## config.mk

```make
export PLATFORM = sky130hd
export DESIGN_NAME = arb_mux_2to1
export DESIGN_NICKNAME = d
export VERILOG_FILES = /design/src/rtl/arb_mux_2to1.sv
export SDC_FILE = /design/constraint.sdc
export NUM_CORES = 1
export LEC_CHECK = 0
export CORE_MARGIN = 4
export CORE_UTILIZATION = 33
export CTS_CLUSTER_DIAMETER = 60
export DETAILED_ROUTE_END_ITERATION = 10
export PLACE_DENSITY = 0.74
export SYNTH_ARGS = -nofsm -noshare
export SYNTH_HDL_FRONTEND = slang
export SYNTH_SLANG_ARGS = --single-unit
```

## constraint.sdc

```tcl
create_clock -name clk -period 0.9 [get_ports clk]
set_input_delay 0.135 -clock clk [delete_from_list [all_inputs] [get_ports clk]]
set_output_delay 0.135 -clock clk [all_outputs]
set_load 0.1 [all_outputs]
```

## src/rtl/arb_mux_2to1.sv

```systemverilog
// Registered two-input round-robin arbiter with valid/ready handshakes.
// Merges streams A and B into one registered output; out_sel is 0 for A and 1 for B.
module arb_mux_2to1 #(
    parameter int unsigned WIDTH = 8
) (
    input  logic             clk,
    input  logic             rst,
    input  logic             a_valid,
    input  logic [WIDTH-1:0] a_data,
    output logic             a_ready,
    input  logic             b_valid,
    input  logic [WIDTH-1:0] b_data,
    output logic             b_ready,
    output logic             out_valid,
    output logic [WIDTH-1:0] out_data,
    output logic             out_sel,
    input  logic             out_ready
);

    typedef enum logic {
        EMPTY = 1'b0,
        FULL  = 1'b1
    } state_e;

    state_e           state_q, state_d;
    logic [WIDTH-1:0] data_q, data_d;
    logic             sel_q, sel_d;
    logic             last_sel_q, last_sel_d;

    logic             load_en;
    logic             grant_any;
    logic             grant_b;
    logic             accept;

    // Ties go to the source that did not win last; readies depend only on valids and out_ready.
    always_comb begin
        load_en   = (state_q == EMPTY) || out_ready;
        grant_any = a_valid || b_valid;
        grant_b   = b_valid && (!a_valid || !last_sel_q);
        a_ready   = load_en && grant_any && !grant_b && !rst;
        b_ready   = load_en && grant_b && !rst;
        accept    = a_ready || b_ready;
    end

    // State and payload registers; reset discards any held word.
    always_ff @(posedge clk) begin
        if (rst) begin
            state_q    <= EMPTY;
            data_q     <= '0;
            sel_q      <= 1'b0;
            last_sel_q <= 1'b1;
        end else begin
            state_q    <= state_d;
            data_q     <= data_d;
            sel_q      <= sel_d;
            last_sel_q <= last_sel_d;
        end
    end

    // Next-state and payload capture.
    always_comb begin
        state_d    = state_q;
        data_d     = data_q;
        sel_d      = sel_q;
        last_sel_d = last_sel_q;
        case (state_q)
            EMPTY: begin
                if (accept) begin
                    state_d = FULL;
                end
            end
            FULL: begin
                if (out_ready && !accept) begin
                    state_d = EMPTY;
                end
            end
            default: state_d = EMPTY;
        endcase
        if (accept) begin
            data_d     = grant_b ? b_data : a_data;
            sel_d      = grant_b;
            last_sel_d = grant_b;
        end
    end

    // Output decode.
    always_comb begin
        out_valid = (state_q == FULL);
        out_data  = data_q;
        out_sel   = sel_q;
    end

endmodule

```

== Word level (Yosys, flattened, before mapping) ==
Cells that the tools add are included.

* Bitwise logic cells: 1
* Reductions and logical operators: 16
* Mux-type cells: 4

{| class="wikitable"
|+ Operator list
! operator !! number
|-
| $mux W8 || 1
|-
| $logic_and A1 B1 Y1 || 7
|-
| $logic_not A1 Y1 || 5
|-
| $logic_or A1 B1 Y1 || 4
|-
| $mux W1 || 2
|-
| $pmux W1 S2 || 1
|-
| $not A1 Y1 || 1
|}

* Output and inout bits: 12
* Flip-flop bits (word level): 11
* Bits of input ports: 21

== Depth between registers and ports, before layout ==
* Depth in word-level cells: 11
* Depth in mapped cells: 4
* Gate-level depth less buffers: 3

== Worst setup path after synthesis ==
OpenSTA, ideal clock, no wires.

* Path type: register to output
* From: register state_q, in the netlist out_valid
* To: output b_ready
* Arrival time: 2430 ps
* Stages on the path, launching flop included: 5
* Slack: -1665 ps
* Buffers on the path: 1
* Cell sequence: dfxtp_1 nand2b_4 buf_2 nand3_1 nor2_1

* Cells in the longest elaborated chain, start to end: 4

{| class="wikitable"
|+ Ends and longest elaborated chain
! what !! line !! text
|-
| start: declaration || 25 || <nowiki>state_e state_q, state_d;</nowiki>
|-
| start signal: assignment || 53 || <nowiki>state_q <= state_d;</nowiki>
|-
| $not A1 Y1 || -- ||
|-
| $logic_or A1 B1 Y1 || 37 || <nowiki>load_en = (state_q == EMPTY) || out_ready;</nowiki>
|-
| $logic_and A1 B1 Y1 (2 in series) || 41 || <nowiki>b_ready = load_en && grant_b && !rst;</nowiki>
|-
| end: declaration || 13 || <nowiki>output logic b_ready,</nowiki>
|}

No other way between the ends.

== Worst setup path after layout ==
* From: register last_sel_q
* To: output b_ready

* Cells in the longest elaborated chain, start to end: 5

{| class="wikitable"
|+ Ends and longest elaborated chain
! what !! line !! text
|-
| start: declaration || 28 || <nowiki>logic last_sel_q, last_sel_d;</nowiki>
|-
| start signal: assignment || 56 || <nowiki>last_sel_q <= last_sel_d;</nowiki>
|-
| $logic_not A1 Y1 || 39 || <nowiki>grant_b = b_valid && (!a_valid || !last_sel_q);</nowiki>
|-
| $logic_or A1 B1 Y1 || 39 ||
|-
| $logic_and A1 B1 Y1 || 39 ||
|-
| $logic_and A1 B1 Y1 (2 in series) || 41 ||
|}

No other way between the ends.

==> impl_metrics.tcl <==
set metrics [dict create \
    tightest_slew_ps 357.5 \
    worst_slack_ps -370.1 \
    synth_cell_types 16 \
    critPathSlowestCell "dfxtp_2" \
    clk_path_buf_depth 2 \
    hold_viol_final 0 \
    setup_viol_count_final 22 \
    antenna_found_initial 0 \
    cts_tree "done" \
    holdWs_ps 439.3 \
    die-height_um 49.86 \
    cap_violations 0 \
    cp.required_ps 760 \
    antenna_cells_inserted 0 \
    grt_max_degree 16 \
    gp_congestion 0.7456 \
    cp.arrival_ps 1140 \
    viasPerCell 5.780 \
    grt_pass1_wl_mm 3.394 \
    power_leakage_nw 0.5200 \
    setup_tns_ps -4295 \
    comb_power_share_pct 49.8 \
    area_growth_pct 124.7 \
    die-area_mm2 0.002486 \
    postSynthAreaPerCell_um2 10.32 \
    hpwl_mm 1.425 \
    io_pins 33 \
    vias 711 \
    endpoint_kind "output port" \
    crit_fanout 2 \
    drive_gt1_share_pct 53.27 \
    track_usage_pct 17.90 \
    crit_path_max_incr_delay_ps 330 \
    p_seq_share_pct 31.4 \
    clkTransAtPathRegs_ps 80 \
    wirelength_mm 2.210 \
    rows 14 \
    die_w_um 49.86 \
    yosysWarnings 0 \
    crit_chain "buf_6 > nand2_4 > nand3_4 > nor2_4 > buf_12" \
    pwr-share-clk_pct 18.9 \
    run_status "finished with violations" \
    drtPass1Iterations 5 \
    htreeDepth 1 \
    intPower_mw 1.127 \
    post_drt_wl_per_cell_um 17.97 \
    initial_utilization_pct 36.67 \
    layout_common_cells "clkdlybuf4s50_1, nand4b_1, buf_4" \
    final_common_cell "clkdlybuf4s50_1" \
    max_freq_ghz 0.7874 \
    nets 129 \
    cts_sinks 11 \
    final_max_slew_viol_count 0 \
    total_power_mw 1.866 \
    startpoint_type "register" \
    ys_seq_area_share_pct 38.10 \
    finClkSkew_ps 3.427 \
    synthesis.nets 77 \
    drc_errors 0 \
    drt_iter0_markers 14 \
    min_period_ps 1270 \
    hold_class "in -> reg" \
    cpLargestDelayFamily "flip-flops" \
    fillCellCount 86 \
    coreArea_mm2 0.001577 \
    ys_seq_elements 11 \
    crit_buf_inv 2 \
    gr-total-overflow 0 \
    ant_nets 0 \
    synthesis.area_um2 578.1 \
    ctsRootBufferMaster "clkbuf_4" \
    slew_headroom_pct 76.16 \
    clock_latency_ps 270 \
    cts_hold_buf 0 \
    cts_inserted_buffers 3 \
    grt_pass1_vias 693 \
    switching_share_pct 39.58 \
    p_per_area_mw_per_mm2 1437 \
    syn_inst 56 \
    power_switching_mw 0.7386 \
    rsz0062_at_grt "true" \
    finalCritPeriodShare_pct 141.1 \
    criticalPathCategory "reg -> out" \
    portBuffers 32 \
    vdd_ir_drop_max_v 0.0009968 \
    violations "negative setup slack" \
]
area by class of cell:
class	count	area, um^2	share of cell area [%]
tap	16	20.02	1.541
timing repair buffer	52	629.4	48.46
clock buffer	4	26.28	2.023
inverter	1	3.754	0.2890
multi-input combinational	39	380.4	29.29
sequential	11	239.0	18.40
worst paths after layout:
path              cells after the start  slack, ps         from          end
setup / recovery                      5       -370   last_sel_q      b_ready
hold / removal                        4        440      a_valid      out_sel
setup reg to reg                      5       -340    out_valid  out_data[5]
hold reg to reg                       1        560  out_data[1]  out_data[1]
timing repair:
item | CTS | global route
gates resized for setup | 11 | 3
setup endpoints to repair | 23 | 22
cloned | 0 | 1
pin swaps | 4 | 2
setup buffers | 5 | 3
endpoints found under the hold margin | 0 | 0
through the flow:
stage / area (um^2) / utilization [%] / instances / worst slack [ps]
floorplan: 641.9 / - / 56 / -515.6
global placement: 1155 / 73.25 / 111 / -484.6
detailed placement: 1155 / 73.25 / 111 / -519.2
CTS: 1252 / 79.44 / 120 / -376.9
global route: 1299 / 82.38 / 123 / -429.9
finish: 1299 / 82.38 / 123 / -370.1
power by group through the flow:
stage	Combinational (mW)	Clock (mW)	Sequential (mW)
5_1_grt	0.962	0.404	0.590
3_3_place_gp	0.847	0	0.593
2_1_floorplan	0.201	0	0.874
3_5_place_dp	0.855	0	0.596
4_1_cts	0.898	0.367	0.585
6_report	0.928	0.352	0.585
layer usage:
layer | up-vias | routed length (um) | global-route usage [%]
met1 | 348 | 913 | 22.30
met3 | 6 | 114 | 2.410
met5 | - | 0 | 0
li1 | 333 | - | -
met4 | 0 | 44 | 9.677
met2 | 24 | 1137 | 29.52
cells in the mapped netlist (all sizes together):
| cell type | number | area share (%) |
|---|---|---|
| a21bo | 1 | 1.7 |
| a21oi | 3 | 2.6 |
| dfxtp | 11 | 38 |
| o21ai | 1 | 0.86 |
| nand4b | 16 | 24 |
| buf | 5 | 5.4 |
| nand2 | 1 | 1.1 |
| nor2 | 3 | 1.9 |
| nand3 | 2 | 1.7 |
| o21a | 1 | 1.3 |
| and3 | 1 | 1.3 |
| inv | 1 | 0.65 |
| nand2b | 2 | 3.5 |
| o2111a | 8 | 16 |
registers in the layout, indices dropped and copies added, names as in the netlist:
| register | cells |
|---|---|
| last_sel_q | 1 |
| out_valid | 1 |
| out_data | 8 |
| out_sel | 1 |
cell families after synthesis:
logic type / Yosys count / synth area share (%)
AND/OR/NAND/NOR: 25 / 33.77
AO/OA/AOI/OAI: 14 / 22.08
flip-flops: 11 / 38.10
buffers and inverters: 6 / 6.060
tightest hold or removal path: stages:
cell and delay (ps):
dlygate4sd2_1 320, nand2_4 90, nand3_4 70, a21oi_1 60
No activity file was read; power rests on OpenSTA's default activity.
